[config.mk]
export PLATFORM = sky130hd
export DESIGN_NAME = covariance_sequencer
export DESIGN_NICKNAME = d
export VERILOG_FILES = /design/src/rtl/covariance_sequencer.sv
export SDC_FILE = /design/constraint.sdc
export NUM_CORES = 1
export LEC_CHECK = 0
export ABC_CLOCK_PERIOD_IN_PS = 6100
export BUFFER_PORTS_ARGS = -buffer_cell sky130_fd_sc_hd__buf_2
export CAP_MARGIN = 20
export CORE_MARGIN = 8
export CORE_UTILIZATION = 30
export DETAILED_ROUTE_END_ITERATION = 7
export GPL_ROUTABILITY_DRIVEN = 0
export PLACE_DENSITY_LB_ADDON = 0.15
export SLEW_MARGIN = 25
export SYNTH_ARGS = -nofsm -noshare
export SYNTH_HDL_FRONTEND = slang
export SYNTH_SLANG_ARGS = --single-unit
[constraint.sdc]
create_clock -name clk -period 6.1 [get_ports clk]
set_input_delay 0.61 -clock clk [delete_from_list [all_inputs] [get_ports clk]]
set_output_delay 0.61 -clock clk [all_outputs]
set_load 0.05 [all_outputs]
[src/rtl/covariance_sequencer.sv]
// Gathers per-stock price ticks into sample vectors, feeds the covariance unit one window at a time,
// and holds each captured matrix behind a valid/ready handshake. Optional stale fill: COV_SEQ_STALE_EN.
module covariance_sequencer #(
   parameter int unsigned N_STOCKS     = 2,
   parameter int unsigned WINDOW       = 6,
   parameter int unsigned TIMEOUT      = 64,
   parameter int unsigned STALE_CYCLES = 16,
   localparam int unsigned IW          = (N_STOCKS > 1) ? $clog2(N_STOCKS) : 1
) (
   input  logic                             clk,
   input  logic                             rst,
   input  logic                             run,
   input  logic                             tick_valid,
   output logic                             tick_ready,
   input  logic [IW-1:0]                    tick_stock,
   input  logic [15:0]                      tick_price,
   output logic                             cov_rst,
   output logic                             cov_valid_in,
   output logic [N_STOCKS*16-1:0]           cov_x,
   input  logic                             cov_valid_out,
   input  logic [N_STOCKS*N_STOCKS*16-1:0]  cov_in,
   output logic                             res_valid,
   input  logic                             res_ready,
   output logic [N_STOCKS*N_STOCKS*16-1:0]  res_cov,
   output logic                             err_timeout
);

   localparam int unsigned PW = 16;
   localparam int unsigned MW = N_STOCKS * N_STOCKS * PW;
   localparam int unsigned CW = $clog2(WINDOW + 1);
   localparam int unsigned TW = $clog2(TIMEOUT + 1);

   typedef enum logic [2:0] {
      S_IDLE, S_GATHER, S_ISSUE, S_DRAIN, S_HOLD, S_CLEAR
   } state_t;

   state_t                       state_q, state_d;
   logic [N_STOCKS-1:0][PW-1:0]  slot_q, slot_d;
   logic [N_STOCKS-1:0]          mask_q, mask_d;
   logic [CW-1:0]                cnt_q, cnt_d;
   logic [TW-1:0]                drain_q, drain_d;
   logic [MW-1:0]                res_cov_q, res_cov_d;
   logic                         err_q, err_d;
   logic                         tick_ready_q, tick_ready_d;
   logic                         cov_valid_in_q, cov_valid_in_d;
   logic                         cov_rst_q, cov_rst_d;
   logic                         res_valid_q, res_valid_d;
   logic                         stock_ok;

`ifdef COV_SEQ_STALE_EN
   localparam int unsigned AW = $clog2(STALE_CYCLES + 1);
   logic [AW-1:0]                age_q, age_d;
`endif

   assign stock_ok = 32'(tick_stock) < N_STOCKS;

   // Next-state, datapath updates and registered-output precompute
   always_comb begin
      state_d   = state_q;
      slot_d    = slot_q;
      mask_d    = mask_q;
      cnt_d     = cnt_q;
      drain_d   = drain_q;
      res_cov_d = res_cov_q;
      err_d     = err_q;
`ifdef COV_SEQ_STALE_EN
      age_d     = age_q;
`endif
      unique case (state_q)
         S_IDLE: begin
            if (run) state_d = S_GATHER;
         end
         S_GATHER: begin
            if (tick_valid && stock_ok) begin
               slot_d[tick_stock] = tick_price;
               mask_d[tick_stock] = 1'b1;
            end
`ifdef COV_SEQ_STALE_EN
            // Age runs only once a vector has started collecting ticks
            if (mask_q != '0) age_d = age_q + AW'(1);
            if (&mask_d) state_d = S_ISSUE;
            else if (mask_q != '0 && age_q == AW'(STALE_CYCLES - 1)) state_d = S_ISSUE;
`else
            if (&mask_d) state_d = S_ISSUE;
`endif
         end
         S_ISSUE: begin
            mask_d  = '0;
            cnt_d   = cnt_q + CW'(1);
            drain_d = '0;
`ifdef COV_SEQ_STALE_EN
            age_d   = '0;
`endif
            state_d = (cnt_q == CW'(WINDOW - 1)) ? S_DRAIN : S_GATHER;
         end
         S_DRAIN: begin
            // First DRAIN cycle may still carry the previous result, so skip it
            if (drain_q != '0 && cov_valid_out) begin
               res_cov_d = cov_in;
               state_d   = S_HOLD;
            end else if (drain_q == TW'(TIMEOUT - 1)) begin
               err_d   = 1'b1;
               state_d = S_CLEAR;
            end else begin
               drain_d = drain_q + TW'(1);
            end
         end
         S_HOLD: begin
            if (res_ready) state_d = S_CLEAR;
         end
         S_CLEAR: begin
            cnt_d   = '0;
            mask_d  = '0;
`ifdef COV_SEQ_STALE_EN
            age_d   = '0;
`endif
            state_d = run ? S_GATHER : S_IDLE;
         end
         default: state_d = S_IDLE;
      endcase
      tick_ready_d   = (state_d == S_GATHER);
      cov_valid_in_d = (state_d == S_ISSUE);
      cov_rst_d      = (state_d == S_IDLE) || (state_d == S_CLEAR);
      res_valid_d    = (state_d == S_HOLD);
   end

   always_ff @(posedge clk) begin
      if (rst) begin
         state_q        <= S_IDLE;
         slot_q         <= '0;
         mask_q         <= '0;
         cnt_q          <= '0;
         drain_q        <= '0;
         res_cov_q      <= '0;
         err_q          <= 1'b0;
         tick_ready_q   <= 1'b0;
         cov_valid_in_q <= 1'b0;
         cov_rst_q      <= 1'b1;
         res_valid_q    <= 1'b0;
`ifdef COV_SEQ_STALE_EN
         age_q          <= '0;
`endif
      end else begin
         state_q        <= state_d;
         slot_q         <= slot_d;
         mask_q         <= mask_d;
         cnt_q          <= cnt_d;
         drain_q        <= drain_d;
         res_cov_q      <= res_cov_d;
         err_q          <= err_d;
         tick_ready_q   <= tick_ready_d;
         cov_valid_in_q <= cov_valid_in_d;
         cov_rst_q      <= cov_rst_d;
         res_valid_q    <= res_valid_d;
`ifdef COV_SEQ_STALE_EN
         age_q          <= age_d;
`endif
      end
   end

   assign tick_ready   = tick_ready_q;
   assign cov_valid_in = cov_valid_in_q;
   assign cov_rst      = cov_rst_q;
   assign cov_x        = slot_q;
   assign res_valid    = res_valid_q;
   assign res_cov      = res_cov_q;
   assign err_timeout  = err_q;

endmodule

-- Word level (Yosys, flattened, before mapping)
Cells that the tools add are included.
- flip-flop bits (word level): 116
- bits of input ports: 87
- word-level logic and storage cells: 66
- output and inout bits: 101
- bitwise gates (word level): 2
- reduce and logical (&&, ||, !) cells: 15
- add/subtract/negate cells: 2
- equal/unequal tests: 13
- multiplexer cells: 20
- magnitude comparators: 2
- operator list (operator ; count):
    bitwise mux 32 bit ; 1
    case mux 3 bit (6 select lines) ; 1
    demux 16 bit (select 1 bit) ; 1
    two-way mux 16 bit ; 1
    == test 3 bit, second input constant ; 5
    two-way mux 3 bit ; 5
    two-way mux 7 bit ; 2
    case mux 7 bit (2 select lines) ; 1
    == test 3 x 2 -> 1 bit, second input constant ; 3
    adder 7 x 1 -> 7 bit, second input constant ; 1
    == test 7 x 6 -> 1 bit, second input constant ; 1
    nonzero test 7 bit ; 1
    == test 3 x 1 -> 1 bit, second input constant ; 2
    zero test 3 bit ; 2
    two-way mux 2 bit ; 3
    case mux 3 bit (2 select lines) ; 1
    AND reduction 2 bit ; 3
    AND reduction 3 bit ; 2
    nonzero test 2 bit ; 3
    inequality test 2 bit, second input constant ; 2
    case mux 2 bit (2 select lines) ; 1
    adder 3 x 1 -> 3 bit, second input constant ; 1
    logical AND 1 bit ; 2
    < comparator 1 x 2 -> 1 bit, second input constant ; 1
    7 further kinds ; 8

-- Depth between registers and ports, before layout
Gate-level depths: netlist of run 1.
- depth in word-level cells: 12
- depth in mapped cells: 9
- gate-level depth less buffers: 7

-- Worst setup path before layout of run 1
Ideal clock, no wire load.
- path kind: reg-to-reg
- start point: register drain_q[0]
- end point: register drain_q[3]
- period minus slack after synthesis: 2.147 ns
- cell stages (with the launch flop): 8
- path slack: 3.953 ns
- required time: 6.030 ns
- arrival: 2.077 ns
- cell sequence: dfxtp_1 -> inv_1 -> ha_1 -> or4b_1 -> o31a_1 -> o21a_1 -> or4_1 -> a21oi_1
- longest elaborated chain between the ends: 4
- elaborated cells between the ends (all ways): 10
- those cells by class: add/sub (1); eq/ne (3); mux (3); reduce/logical (3)
- RTL lines (item ; line ; text):
    start, declared ; 41 ; logic [TW-1:0] drain_q, drain_d;
    start signal, assigned ; 148 ; drain_q <= drain_d;
    adder 7 x 1 -> 7 bit or nonzero test 7 bit (tied branches) ; 105, 98 ;
    two-way mux 7 bit or logical AND 1 bit (tied branches) ; 101, 98 ;
    two-way mux 7 bit or inequality test 2 bit (tied branches) ; - ;
    case mux 7 bit (2 select lines) or AND reduction 3 bit (tied branches) ; - ;
Parallel ways exist; a longest one is shown, timed or not. The select of a mux whose other input is x is not followed.
A chain may end at the register's enable or synchronous reset.

-- Worst setup path after layout of run 1
Same ends and word-level chain as after synthesis.

==> results of run 1 <==
## worst min-delay path, cell delays in order
cell and delay [ns]:
buf_2 0.09, nand2_1 0.04, a21oi_1 0.05
## flip-flops by register name (all words and copies together), names as in the netlist
name	flops
cnt_q	3
cov_rst	1
cov_valid_in	1
cov_x	32
drain_q	7
err_timeout	1
mask_q	2
res_cov	64
res_valid	1
state_q	3
tick_ready	1
## how the worst min path moves through the flow
stage,end,slack [ns],cells after the start
after floorplan,mask_q[1],0.43,2
after global placement,res_cov[40],0.44,2
after detailed placement,res_cov[9],0.44,2
after CTS,res_cov[4],0.42,3
after global routing,res_cov[25],0.42,3
final,res_cov[61],0.44,3
## cell families (layout without fill, tap and decap cells)
kind of cell / after synthesis / in the layout / share of synthesized area
AND/OR/NAND/NOR: 249 / 249 / 0.238
AO/OA/AOI/OAI: 134 / 134 / 0.171
flip-flops: 116 / 116 / 0.539
buffers and inverters: 40 / 225 / 0.0352
adder cells (fa/ha/maj): 4 / 4 / 0.0116
multiplexers: 2 / 2 / 0.00465
other: 0 / 1 / 0
## layout make-up
type | instances | area, µm² | share of cell area
well taps | 180 | 225 | 0.0373
inverters | 4 | 15.0 | 0.00249
clock inverters | 9 | 173 | 0.0286
flip-flops and latches | 116 | 2320 | 0.385
diodes | 1 | 2.50 | 0.000415
clock buffers | 23 | 488 | 0.0809
multi-input cells | 389 | 1850 | 0.307
repair buffers | 189 | 953 | 0.158
## per-layer routing
metal  GRT usage  up-vias  share of wire
met5           0        -         0.0013
met4      0.0537        2          0.010
met3      0.0708       12           0.11
met2       0.213      148           0.45
met1       0.156     1900           0.43
li1            -     2155              -
## report_power, final
| group | internal, mW | leakage (nW) | switching, mW |
|---|---|---|---|
| combinational | 0.0354 | 1.33 | 0.0660 |
| clock | 0.766 | 0.323 | 0.330 |
| sequential | 0.767 | 0.936 | 0.00603 |
## placed cells by master (no fill, tap or decap), types with 4 or more instances in the layout
master / instances
clkbuf_8: 4
nand2_1: 200
buf_2: 186
o21ai_0: 6
inv_1: 4
dfxtp_1: 116
bufinv_16: 5
ha_1: 4
clkbuf_16: 17
nor2_1: 12
a21oi_1: 107
nand3_1: 7
nor4_1: 4
nand2b_1: 5
==> results.toml, run 1 <==
[outcome]
status = "completed"

[clock_network]
cts_buffer_depth = 2
tritoncts = "done"
cts_hold_buf = 0
clk_pin_slew_ns = 0.05
clock_latency_ns = 0.40
cts-resized-gates = 0
clock_sinks = 116
htree_levels = 4
cts_setup_buffers = 0
root_buffer = "clkbuf_16"
numCtsBuffers = 17

[global_routing]
grt_pass1_vias = 4106
grt_overflow = 0
track_usage = 0.137
grt_pass1_wl_um = 20200
grt_start_max_net_pins = 88
antenna_found_initial = 2

[final_layout]
final_area_um2 = 6030
syn_to_final_growth_pct = 40.1
drive_gt1_frac = 0.307
final_core_util = 0.433
stdcell_count = 911
nFillCells = 1418
nNetsFinal = 808

[routing]
ant_nets = 0
viasPerCell = 4.63
totalWireLength_um = 12800
wl_per_cell_um = 14.0
num_vias = 4217
drt_iter0_markers = 169
first_pass_iters = 6
route.detailed.drc = 0

[die]
die-area_um2 = 18400
ios = 188
die_w_um = 136
core_um2 = 13900
die_y_um = 136
rows = 43
initial_utilization = 0.309

[synthesis]
synth_top_cell_area_share = 0.539
synth_nets = 636
async_flop_share = 0
yosysMostFrequentCell = "nand2_1"
synth.top_cells.by_area = "dfxtp_1 (54%), nand2_1 (17%), a21oi_1 (12%)"
yosysSeqAreaShare = 0.539
synth_enable_flop_cells = 0
syn_avg_cell_area_um2 = 7.90
yosysWarnings = 0
yosysTopAreaCell = "dfxtp_1"
syn_area_um2 = 4310
syn-instance-count = 545
ys.flop_type = "dfxtp_1"
yosysUniqueCellTypes = 41
synth_commonest_cells = "nand2_1 (200), dfxtp_1 (116), a21oi_1 (107)"
ys_ff_latch = 116

[sta]
setup_viol = 0
fmax_mhz = 417
period_share = 0.393
setup_tns_ns = 0
skew_ns = 0.00587
drv_slew = 0
worstMarginPinSlew_ns = 0.893
finalHoldViolCount = 0
hold_slack_ns = 0.441
setup_slack_ns = 3.70
post-route-min-period_ns = 2.40
relSlewSlack = 0.405
rsz0062_at_grt = "no"

[worst_setup_path]
critPathLaunchType = "flop"
regToRegSetupSlack_ns = 3.70
critPathCapture = "drain_q[3]"
cp.depth = 7
critPathMaxStageDelay_ns = 0.51
critPathBufInv = 1
cpMaxStageDelayCell = "or4b_1"
critPathArrivalTime_ns = 2.73
path_cells = "inv_1, ha_1, or4b_1, o31a_1, o21a_1, or4_1, a21oi_1"
critPathKind = "flop to flop"
critPathLaunch = "drain_q[0]"
reg2reg_from = "drain_q[0]"
critPathRequiredTime_ns = 6.43
cp-end-kind = "flop"
crit_family = "simple AND/OR/NAND/NOR gates"
r2r-end = "drain_q[3]"
worst_r2r_path_depth = 7
cp_max_fo = 7

[place]
io_buffers = 187
dp_cells = 878
pre_cts_ws_ns = 3.69
dp_hpwl_um = 9080
place_area_um2 = 5370

[power_and_ir_drop]
p_leak_nw = 2.59
ir_drop_mv = 0.171
p_total_mw = 1.97
powerDensity_nw_per_um2 = 327

[hold_path]
holdCritPathClass = "input pin to flop"
min_from = "cov_in[61]"

[job]
cap_violations = 0
Note: power is estimated with default switching activity, not from simulation.
==> inputs of run 2 (changes only) <==
--- a/config.mk
+++ b/config.mk
@@ -5,7 +5,8 @@
 export SDC_FILE = /design/constraint.sdc
 export NUM_CORES = 1
 export LEC_CHECK = 0
-export ABC_CLOCK_PERIOD_IN_PS = 6100
+export ABC_AREA = 1
+export ABC_CLOCK_PERIOD_IN_PS = 2370
 export BUFFER_PORTS_ARGS = -buffer_cell sky130_fd_sc_hd__buf_2
 export CAP_MARGIN = 20
 export CORE_MARGIN = 8
==> constraint.sdc (replaced) <==
create_clock -name clk -period 2.37 [get_ports clk]
set_input_delay 0.237 -clock clk [delete_from_list [all_inputs] [get_ports clk]]
set_output_delay 0.237 -clock clk [all_outputs]
set_load 0.05 [all_outputs]
==> results.toml, run 2 <==
[clock_network]
clock_sinks = 116
clock_latency_ns = 0.41
numCtsBuffers = 17
clk_pin_slew_ns = 0.06
cts_hold_buf = 0
cts_buffer_depth = 2
htree_levels = 4
tritoncts = "done"
root_buffer = "clkbuf_16"
cts-resized-gates = 0
cts_setup_buffers = 0

[worst_setup_path]
critPathKind = "flop to flop"
cp-end-kind = "flop"
regToRegSetupSlack_ns = 0.47
cp_max_fo = 42
critPathArrivalTime_ns = 2.22
critPathRequiredTime_ns = 2.70
critPathLaunchType = "flop"

[sta]
post-route-min-period_ns = 1.90
skew_ns = 0.00841
finalHoldViolCount = 0
period_share = 0.801
drv_slew = 0
worstMarginPinSlew_ns = 0.809
fmax_mhz = 527
setup_slack_ns = 0.472
setup_viol = 0
rsz0062_at_grt = "no"
setup_tns_ns = 0
relSlewSlack = 0.461
hold_slack_ns = 0.0685

[global_routing]
grt_overflow = 0
track_usage = 0.137
use_met1 = 0.158
antenna_found_initial = 0
met2_usage = 0.213
grt_start_max_net_pins = 75
grt_pass1_vias = 4281
grtUsageMet3 = 0.0668
top_usage_layer = "met2"
grt_pass1_wl_um = 20500

[synthesis]
yosysUniqueCellTypes = 28
yosysMostFrequentCell = "nand2_1"
synth_enable_flop_cells = 0
yosysSeqAreaShare = 0.529
yosysWarnings = 0
synth_top_cell_area_share = 0.529
syn_area_um2 = 4390
yosysTopAreaCell = "dfxtp_1"
syn-instance-count = 573
syn_avg_cell_area_um2 = 7.67
synth.top_cells.by_area = "dfxtp_1 (53%), nand2_1 (14%), a21oi_1 (8.5%)"
synth_nets = 664
ys_ff_latch = 116
ys.flop_type = "dfxtp_1"
async_flop_share = 0
synth_commonest_cells = "nand2_1 (166), dfxtp_1 (116), nor2_1 (84)"

[place]
io_buffers = 187
dp_hpwl_um = 9110
pre_cts_ws_ns = 0.459
place_area_um2 = 5420

[die]
die_w_um = 137
die-area_um2 = 18800
rows = 44
ios = 188
initial_utilization = 0.305
core_um2 = 14400
die_y_um = 137

[routing]
ant_nets = 0
num_vias = 4274
drt_iter0_markers = 146
wl_per_cell_um = 13.5
route.detailed.drc = 0
totalWireLength_um = 12900
first_pass_iters = 4
viasPerCell = 4.48

[hold_path]
holdCritPathClass = "input pin to flop"

[outcome]
status = "completed"

[final_layout]
final_area_um2 = 6040
drive_gt1_frac = 0.311
nNetsFinal = 847
final_common_cell = "buf_2"
syn_to_final_growth_pct = 37.5
layout.cells.most_common_list = "buf_2 (187), nand2_1 (166), dfxtp_1 (116)"
nFillCells = 1510
num_antenna_cells = 0
largest_register_ffs = 64

[power_and_ir_drop]
p_leak_nw = 2.85
powerDensity_nw_per_um2 = 823
ir_drop_mv = 0.452

[job]
cap_violations = 0
run 2: critical path, cell delays in order, from the launching register on:
cell and delay (ns):
dfxtp_1 0.33, inv_1 0.08, ha_1 0.14, inv_1 0.03
nor2_1 0.08, nand3_1 0.14, nand3_4 0.28, buf_4 0.45
nand2_1 0.11, a21oi_1 0.17
run 2: final timing paths:
check / start / end / cells after the start
hold reg to reg: res_cov[1] / res_cov[1] / 2
hold / removal: tick_price[8] / cov_x[8] / 3
setup reg to reg: drain_q[0] / res_cov[60] / 9
setup / recovery: drain_q[0] / res_cov[60] / 9
run 2: routing by layer:
layer | share of wire | vias to the layer above
met5 | 0 | -
met4 | 0.012 | 0
met3 | 0.10 | 11
met2 | 0.46 | 150
met1 | 0.42 | 1919
li1 | - | 2194
run 2: where the power goes:
part	switching, mW	internal (mW)
Clock	0.906	1.73
Sequential	0.0164	1.99
Combinational	0.230	0.100
Total	1.15	3.82
run 2: cells by family after synthesis:
| logic type | share of synthesized area |
|---|---|
| xor+xnor | 0.00199 |
| compound gates | 0.132 |
| simple gates | 0.252 |
| fa+ha+maj | 0.0114 |
| buf+inv | 0.0735 |
| flops | 0.529 |
run 2: cell type report:
class	count	area (µm²)	share of cell area
Multi-Input combinational cell	395	1750	0.289
Inverter	33	125	0.0207
Sequential cell	116	2320	0.385
Clock inverter	12	154	0.0255
Tap cell	184	230	0.0381
Timing Repair Buffer	193	993	0.164
Clock buffer	20	467	0.0773
run 2: stage by stage:
stage                     instances   util  power (mW)
after floorplan                 573      -        2.24
after global placement          921  0.376        2.37
after detailed placement        921  0.376        2.38
after CTS                       953  0.419        5.04
after global routing            953  0.419        5.18
final                           953  0.419        4.97
==> inputs of run 3 (changes only) <==
--- a/config.mk
+++ b/config.mk
@@ -6,7 +6,7 @@
 export NUM_CORES = 1
 export LEC_CHECK = 0
 export ABC_AREA = 1
-export ABC_CLOCK_PERIOD_IN_PS = 2370
+export ABC_CLOCK_PERIOD_IN_PS = 1600
 export BUFFER_PORTS_ARGS = -buffer_cell sky130_fd_sc_hd__buf_2
 export CAP_MARGIN = 20
 export CORE_MARGIN = 8
==> constraint.sdc (replaced) <==
create_clock -name clk -period 1.6 [get_ports clk]
set_input_delay 0.16 -clock clk [delete_from_list [all_inputs] [get_ports clk]]
set_output_delay 0.16 -clock clk [all_outputs]
set_load 0.05 [all_outputs]
==> results.toml, run 3 (synthesis results as in run 2) <==
[power_and_ir_drop]
p_leak_nw = 3.37
seqPwrFrac = 0.409
ir_drop_mv = 0.629
intPower_mw = 5.56
p_total_mw = 7.26
power_frac_clock = 0.502
powerDensity_nw_per_um2 = 1000
p_switching_mw = 1.70
combPwrFrac = 0.090
switching_share = 0.234

[outcome]
status = "completed"

[die]
core_um2 = 14400
ios = 188
die_y_um = 137
rows = 44
die_w_um = 137
initial_utilization = 0.305
die-area_um2 = 18800

[place]
dp_cells = 934
dp_hpwl_um = 9470
io_buffers = 187
pre_cts_ws_ns = 0.0426

[worst_setup_path]
critPathLaunchType = "flop"
worst_r2r_path_depth = 10
r2r-end = "res_cov[8]"
cp-end-kind = "flop"
critPathKind = "flop to flop"
critPathCapture = "res_cov[8]"
critPathArrivalTime_ns = 1.86
regToRegSetupSlack_ns = 0.07
critPathLaunch = "drain_q[1]"
reg2reg_from = "drain_q[1]"
cp_max_fo = 8
critPathRequiredTime_ns = 1.93

[routing]
wl_per_cell_um = 14.1
ant_nets = 0
drt_iter0_markers = 211
num_vias = 4772
totalWireLength_um = 14800
first_pass_iters = 4
route.detailed.drc = 0
viasPerCell = 4.54

[final_layout]
layout.cells.most_common_list = "buf_2 (187), nand2_1 (155), dfxtp_1 (114)"
num_antenna_cells = 0
drive_gt1_frac = 0.339
nNetsFinal = 946
final_common_cell = "buf_2"
largest_register_ffs = 64
syn_to_final_growth_pct = 64.7
stdcell_count = 1051

[clock_network]
cts_buffer_depth = 2
clk_pin_slew_ns = 0.05
clock_latency_ns = 0.41
root_buffer = "clkbuf_16"
numCtsBuffers = 17
clock_sinks = 116
htree_levels = 4
tritoncts = "done"

[sta]
finalHoldViolCount = 0
drv_slew = 0
setup_slack_ns = 0.0720
fmax_mhz = 654
period_share = 0.955
worstMarginPinSlew_ns = 0.398
relSlewSlack = 0.734
setup_viol = 0
post-route-min-period_ns = 1.53
rsz0062_at_grt = "yes"
skew_ns = 0.00705

[global_routing]
grt_pass1_vias = 4716
track_usage = 0.146
grt_overflow = 0
antenna_found_initial = 0
grt_start_max_net_pins = 75
grt_pass1_wl_um = 21900

[hold_path]
holdCritPathClass = "input pin to flop"

[job]
cap_violations = 0
==> run 3: cell count changes in the layout (fill, tap and decap cells not counted), moves of 4 or more <==
cell           previous run  this run
dlygate4sd3_1             0        77
a21oi_1                  75        61
a21oi_2                   0        14
nand2_1                 166       155
nand2_2                   2        13
buf_12                    1         7
buf_4                     5        11
clkbuf_16                17        23
buf_6                     0         4
==> run 3: area by class of cell <==
| class | count | area (µm²) |
|---|---|---|
| multi-input combinational | 395 | 1860 |
| clock buffer | 20 | 457 |
| fill | 1369 | 7190 |
| inverter | 33 | 131 |
| sequential | 116 | 2320 |
| tap | 184 | 230 |
| timing repair buffer | 292 | 2120 |
| clock inverter | 11 | 110 |
==> run 3: what timing repair did <==
action / in CTS / in global routing
buffers inserted: 0 / 1
resized for setup: 0 / 44
setup endpoints to repair: 0 / 73
hold endpoints to repair: 91 / 0
hold buffers: 77 / 0
==> run 3: metal layers <==
layer | wire, µm | vias to the layer above | track usage
met2 | 7010 | 164 | 0.236
li1 | - | 2388 | -
met3 | 1230 | 32 | 0.0602
met4 | 366 | 0 | 0.0736
met5 | 0 | - | 0
met1 | 6210 | 2188 | 0.163
==> run 3: worst min-delay path by stage <==
| stage | startpoint | end | depth (start not counted) |
|---|---|---|---|
| 5_1_grt | cov_in[25] | res_cov[25] | 3 |
| 3_5_place_dp | tick_price[12] | cov_x[28] | 3 |
| 4_1_cts | cov_in[63] | res_cov[63] | 3 |
| 6_report | cov_in[63] | res_cov[63] | 3 |
| 2_1_floorplan | tick_price[6] | cov_x[22] | 2 |
| 3_3_place_gp | tick_price[15] | cov_x[31] | 3 |
==> run 3: through the flow <==
| stage | utilization | area [µm²] | TNS [ns] | hold WS (ns) |
|---|---|---|---|---|
| floorplan | - | 4390 | 0 | 0.295 |
| global placement | 0.387 | 5580 | 0 | 0.398 |
| detailed placement | 0.387 | 5580 | 0 | 0.406 |
| CTS | 0.480 | 6920 | 0 | 0.00175 |
| global route | 0.502 | 7240 | -0.754 | 0.0121 |
| finish | 0.502 | 7240 | 0 | 0.0240 |
==> run 3: power groups by stage <==
stage          Sequential [mW]  Clock (mW)  Combinational (mW)
2_1_floorplan             3.18           0               0.140
3_3_place_gp              3.03           0               0.497
3_5_place_dp              3.03           0               0.500
4_1_cts                   2.97        3.74               0.647
5_1_grt                   2.97        3.87               0.708
6_report                  2.97        3.64               0.651
==> run 3: worst max-delay path, stage by stage, from the launching register on <==
cell and delay, ns:
dfxtp_2 0.34, inv_2 0.07, ha_4 0.12, inv_2 0.03, nor2_2 0.10, nand3_2 0.11, nand3_4 0.19, buf_12 0.18
buf_12 0.12, nand2_1 0.04, a21oi_1 0.16
